### config.mk
export PLATFORM = sky130hd
export DESIGN_NAME = adder_share_arb
export DESIGN_NICKNAME = d
export VERILOG_FILES = /design/src/rtl/adder_share_arb.sv
export SDC_FILE = /design/constraint.sdc
export NUM_CORES = 1
export LEC_CHECK = 0
export ABC_AREA = 1
export CAP_MARGIN = 20
export CELL_PAD_IN_SITES_DETAIL_PLACEMENT = 1
export CELL_PAD_IN_SITES_GLOBAL_PLACEMENT = 2
export CORE_UTILIZATION = 19
export DETAILED_ROUTE_END_ITERATION = 16
export GPL_TIMING_DRIVEN = 1
export PLACE_DENSITY = 0.77
export SYNTH_ARGS = -nofsm -noshare
export SYNTH_HDL_FRONTEND = slang
export SYNTH_SLANG_ARGS = --single-unit
### constraint.sdc
create_clock -name clk -period 2.8 [get_ports clk]
set_clock_uncertainty 0.05 [all_clocks]
set_input_delay 0.28 -clock clk [delete_from_list [all_inputs] [get_ports clk]]
set_output_delay 0.28 -clock clk [all_outputs]
set_load 0.03 [all_outputs]
### src/rtl/adder_share_arb.sv
// rtl/adder_share_arb.sv - one W-bit adder time-shared by NREQ requesters via round-robin
// Optional carry-in per requester: define ADDER_SHARE_ARB_CIN_EN
module adder_share_arb #(
  parameter int NREQ = 4,
  parameter int W = 12,
  localparam int IDW = (NREQ > 1) ? $clog2(NREQ) : 1
) (
  input  logic                clk,
  input  logic                rst_n,
  input  logic [NREQ-1:0]     req_valid,
  output logic [NREQ-1:0]     req_ready,
  input  logic [NREQ*W-1:0]   req_a,
  input  logic [NREQ*W-1:0]   req_b,
`ifdef ADDER_SHARE_ARB_CIN_EN
  input  logic [NREQ-1:0]     req_cin,
`endif
  output logic                res_valid,
  input  logic                res_ready,
  output logic [W:0]          res_sum,
  output logic [IDW-1:0]      res_id
);

  typedef enum logic {EMPTY, FULL} state_t;

  state_t         state, state_next;
  logic [IDW-1:0] rr_ptr;
  logic [IDW-1:0] grant;
  logic [IDW-1:0] idx;
  logic           found;
  logic           drain;
  logic           accept;
  logic [W-1:0]   a_sel, b_sel;
  logic           cin;
  logic [W:0]     sum_next;

  function automatic logic [IDW-1:0] wrap_idx(input logic [IDW-1:0] base, input int k);
    int s;
    s = int'(base) + k;
    if (s >= NREQ) s = s - NREQ;
    return IDW'(s);
  endfunction

  // First valid requester at or above rr_ptr, wrapping past NREQ-1
  always_comb begin
    found = 1'b0;
    grant = '0;
    idx   = '0;
    for (int k = 0; k < NREQ; k++) begin
      idx = wrap_idx(rr_ptr, k);
      if (!found && req_valid[idx]) begin
        found = 1'b1;
        grant = idx;
      end
    end
  end

  assign res_valid = (state == FULL);
  assign drain     = res_valid & res_ready;
  // Reset cycles never transfer, so accept is masked by rst_n
  assign accept    = rst_n & ((state == EMPTY) | drain) & found;

  always_comb begin
    req_ready = '0;
    if (accept) req_ready[grant] = 1'b1;
  end

  assign a_sel = req_a[grant*W +: W];
  assign b_sel = req_b[grant*W +: W];

`ifdef ADDER_SHARE_ARB_CIN_EN
  assign cin = req_cin[grant];
`else
  assign cin = 1'b0;
`endif

  assign sum_next = {1'b0, a_sel} + {1'b0, b_sel} + {{W{1'b0}}, cin};

  always_comb begin
    state_next = state;
    if (accept)     state_next = FULL;
    else if (drain) state_next = EMPTY;
  end

  always_ff @(posedge clk) begin
    if (!rst_n) begin
      state   <= EMPTY;
      res_sum <= '0;
      res_id  <= '0;
      rr_ptr  <= '0;
    end else begin
      state <= state_next;
      if (accept) begin
        res_sum <= sum_next;
        res_id  <= grant;
        rr_ptr  <= (grant == IDW'(NREQ - 1)) ? '0 : grant + 1'b1;
      end
    end
  end

endmodule
# After elaboration in Yosys (flattened, before gate mapping)
# Index checks and enable logic that the tools add are counted.
# word_totals
ff_bits	18
inputBits	103
output_inout_bits	20
# op_classes
addsub	9
n_mul	1
order_cmp	10
eq_ne	1
shift	2
mux	26
bitwise_logic	5
reduce_logical	8
# ops
operator	n
indexed part select 48 x 7 -> 12 bit	2
two-way mux 2 bit	9
< comparator 2 x 3 -> 1 bit (second input constant)	5
adder 12 x 12 -> 13 bit	1
two-way mux 1 bit	11
greater-or-equal comparator 3 bit (second input constant)	3
binary-select mux 1 bit (select 2 bit)	4
subtractor 2 x 1 -> 2 bit (second input constant)	4
adder 2 x 2 -> 3 bit (second input constant)	2
logical AND 1 bit	4
multiplier 2 x 2 -> 4 bit (second input constant)	1
two-way mux 4 bit	1
adder 2 x 1 -> 3 bit (second input constant)	1
bitwise AND 1 bit	3
greater-or-equal comparator 2 x 3 -> 1 bit (second input constant)	1
logical NOT 1 bit	3
adder 2 x 1 -> 2 bit (second input constant)	1
demux 1 bit (select 2 bit)	1
equality test 2 bit (second input constant)	1
greater-or-equal comparator 2 x 1 -> 1 bit (second input constant)	1
nonzero test 2 bit	1
NOT 1 bit	1
bitwise OR 1 bit	1

# Depth between registers and ports, before layout
# depth
ltp_word	19
depth_mapped	25
ltp_nobuf	24

# Worst setup path before layout
# Ideal clock, no wire load.
# synth_timing
path_kind	register to register
from	register rr_ptr[0]
to	register res_sum[8]
arrival_ns	2.723
slack_ns	-0.086
path_stages_with_launch	23
path_buffers	2
synth_period_minus_slack_ns	2.886
cell_sequence	dfxtp_1 > buf_6 > nand2_1 > nand3_2 > nand2_2 > nor2_4 > nand3_1 > nand3_1 > nand2_4 > buf_2 > nand3_1 > nand2_1 > ha_1 > fa_1 > nand3_1 > nand2_1 > nand3_1 > nand2_1 > nand2_1 > nand2_1 > xor2_1 > nand2_1 > nand2_1
# synth_between
elab_chain_cells	17
word_cells_on_any_way	42
# synth_rtl
item	line_no	text
start: declaration	26	logic [IDW-1:0] rr_ptr;
start signal: assignment	95	rr_ptr <= (grant == IDW'(NREQ - 1)) ? '0 : grant + 1'b1;
parallel branches: the longest is 17 deep, another holds adder 2 x 1 -> 3 bit	-	
end signal: assignment	93	res_sum <= sum_next;
end: declaration	19	output logic [W:0] res_sum,
# Several ways; the timed one is not identified. The select of a mux whose other input is x is not followed.
# A chain may end at the register's enable or synchronous reset.

# Final worst setup path
# layout_timing
from	register rr_ptr[0]
to	register res_sum[9]
# The elaborated chain is that of the path after synthesis.

==> summary.md <==
| Metric | Value |
|---|---|
| Status | `finished, violations left` |
| Failing checks | `setup timing` |
| Hold_buf cts | `0` |
| Worst path required time | `2.89 ns` |
| First-pass GRT wire length | `22.05 mm` |
| Max Buffers Root-to-Sink | `2` |
| Final wirelength | `14.24 mm` |
| Detailed-route via count | `4,060` |
| ANT nets after route | `0` |
| Tcrit/Tclk final | `109.1%` |
| Placed Cells | `856` |
| Clock transition at the registers of the reported paths | `0.05 ns` |
| Post-route DRC | `0` |
| Largest net degree at the start of global routing | `43` |
| R2R Setup Slk | `-0.25 ns` |
| Layout Utilization | `38.60%` |
| Avg WL per Cell | `16.06 um` |
| Met1 GRT Util | `21.48%` |
| Endpoints failing hold | `0` |
| Detailed Route Iter0 Violations | `148` |
| Post-synth top area share | `18.15%` |
| Worst-skew pair later-pin latency | `0.25 ns` |
| Synth Instances | `529` |
| Tmin final | `3.054 ns` |
| Worst-Margin Slew | `0.3327 ns` |
| Total GRT Usage | `17.38%` |
| Dominant synthesized flop cell | `dfxtp_1` |
| Final worst slack | `-0.2539 ns` |
| CP Class | `reg2reg` |
| Final Setup Violations | `11` |
| Cell taking the most area after synthesis | `nand2_1` |
| Reg area | `367.9 um^2` |
| Cts bufs inserted | `3` |
| Port bufs | `122` |
| Crit-path cells | `buf_6 > nand2_4 > nand2_4 > nand2_2 > nand2_1 > nand2_2 > nand2_2 > nand2_4 > buf_4 > bufbuf_16 > nand4_1 > nand3_1 > nand2_1 > ha_4 > nand2_2 > nor2_2 > nand3_1 > nand3_2 > xnor2_2 > a21oi_1` |
| Post-synth EDFFs | `0` |
| CTS Sinks | `18` |
| Cell variety after synth | `28` |
| Fmax | `327.5 MHz` |
| Starting Density | `19.77%` |
| H-Tree Depth | `1` |
| Dominant cells by area after synthesis | `nand2_1 (18%), inv_1 (15%), dfxtp_1 (12%)` |
| Die Span Y | `125.9 um` |
| ANT cells | `0` |
| Critical path's largest stage delay | `0.36 ns` |
| Max stage delay cell, worst path | `dfxtp_4` |
| Area of the multi-input gates | `2440 um^2` |
| Fillers | `1,807` |
| Commonest cells after routing, fill and taps aside | `inv_1 (116), clkdlybuf4s50_1 (114), nand2_1 (100)` |
| Max-slew violations | `0` |
| CP Launch Type | `register` |
| RSZ-0062 raised after global routing | `true` |
| Crit path DAT | `3.14 ns` |
| Asr flop ratio synth | `0%` |
| Slew HR | `77.59%` |
| Mapped cell area | `2917 um^2` |
| Final #Nets | `824` |
| Gpl congestion | `0.8272` |
| Met3 Track Usage GR | `1.912%` |
| Die width | `125.9 um` |
| Share of cells above drive strength 1 | `29.16%` |
| Root Driver | `clkbuf_16` |
| Worst setup EP type | `register` |
| Max Fanout on Critical Path | `22` |
| Crit-path most repeated cell | `nand2_2` |
| Hold crit path type | `reg2reg` |
| GR peak layer | `met2` |
| CTS tree | `built` |
| Seq cells post-synth | `18` |
| Vias per inst | `4.577` |
| First-pass DRT Iterations | `4` |
| Grt ovf | `0` |
| Initial antenna violation count | `0` |
| Num rows | `44` |
| Die area | `15,850 um^2` |
| Ys Warns | `0` |
| Vias in the first global route | `4,430` |
| Fin cells | `887` |
| Sequential fraction of the synthesis area | `12.36%` |
| Met2 usage | `31.69%` |
| Most common cell after layout, fill and taps aside | `inv_1` |
| Syn_nets | `649` |
| # Max-Cap Violations | `0` |
| Post-DP HPWL | `10.09 mm` |
| Ports | `123` |
| Synthesized area per cell | `5.513 um^2` |
| Core ar. | `14,750 um^2` |
| Area grow syn2layout | `95.28%` |
per-stage QoR:
step	instance area, um^2	hold WS, ns	TNS (ns)	worst slack [ns]
5_1_grt	5695	0.4486	-3.621	-0.4019
3_3_place_gp	4637	0.4133	-4.558	-0.5124
2_1_floorplan	2949	0.4634	0	0.003147
6_report	5695	0.4175	-1.719	-0.2539
4_1_cts	5445	0.4240	-1.587	-0.2042
3_5_place_dp	4637	0.4165	-6.059	-0.6168
state kept, by name, summed over array words and instances (netlist names):
name,cells
res_id,2
rr_ptr,2
res_sum,13
res_valid,1
critical path: cells and delay by family, from the launching register on:
family,cells,cell delay [ns]
AND/OR/NAND/NOR,14,1.46
buffers and inverters,3,0.54
flip-flops,1,0.36
adder cells (fa/ha/maj),1,0.32
XOR/XNOR,1,0.12
AO/OA/AOI/OAI,1,0.07
layout make-up:
type	instances	share of cell area, %
tap	184	4.042
sequential	18	6.459
inverter	124	8.436
multi-input combinational	357	42.84
clock buffer	4	1.560
timing repair buffer	199	36.47
timing repair inverter	1	0.1977
path summary, 6_finish.rpt:
kind / start / endpoint / cells past startpoint
worst max-delay path: rr_ptr[0] / res_sum[9] / 20
worst min-delay path: res_sum[1] / res_sum[1] / 2
worst max register to register: rr_ptr[0] / res_sum[9] / 20
worst min register to register: res_sum[1] / res_sum[1] / 2
synth_stat cells, types with 4 or more instances:
cell and instances:
a21oi_1 17, buf_2 12, buf_4 6, buf_6 7, clkbuf_1 5, dfxtp_1 18, ha_1 16, inv_1 118
inv_2 5, nand2_1 141, nand2_2 6, nand3_1 71, nand3_2 4, nand4_1 48, nor2_1 21, o21ai_0 12
xor2_1 6
metal layers:
layer	vias up	part of all wire, %	wire, um
met4	0	1.8	262
li1	2010	-	-
met1	1923	45	6401
met2	106	50	7103
met5	-	0	0
met3	21	3.3	475
kinds of logic (layout without fill, tap and decap cells):
group | Yosys count | in the layout | share of synthesized area [%]
buffers and inverters | 154 | 328 | 23.08
xor gates and xnor gates | 9 | 9 | 2.703
adders and majority gates | 17 | 17 | 7.550
AOI/OAI and AO/OA | 33 | 33 | 5.792
and+or+nand+nor | 298 | 298 | 48.52
DFF | 18 | 18 | 12.36
repair_timing:
action	in CTS	in global routing
hold endpoints to repair	0	0
endpoints found under the setup margin	11	16
pin swaps	46	37
gates resized for setup	110	34
gates cloned	6	2
buffers inserted	12	8
Power is left out: the tool's default activity adds up to more than one toggle a clock period on the data nets, which glitch-free logic cannot reach.
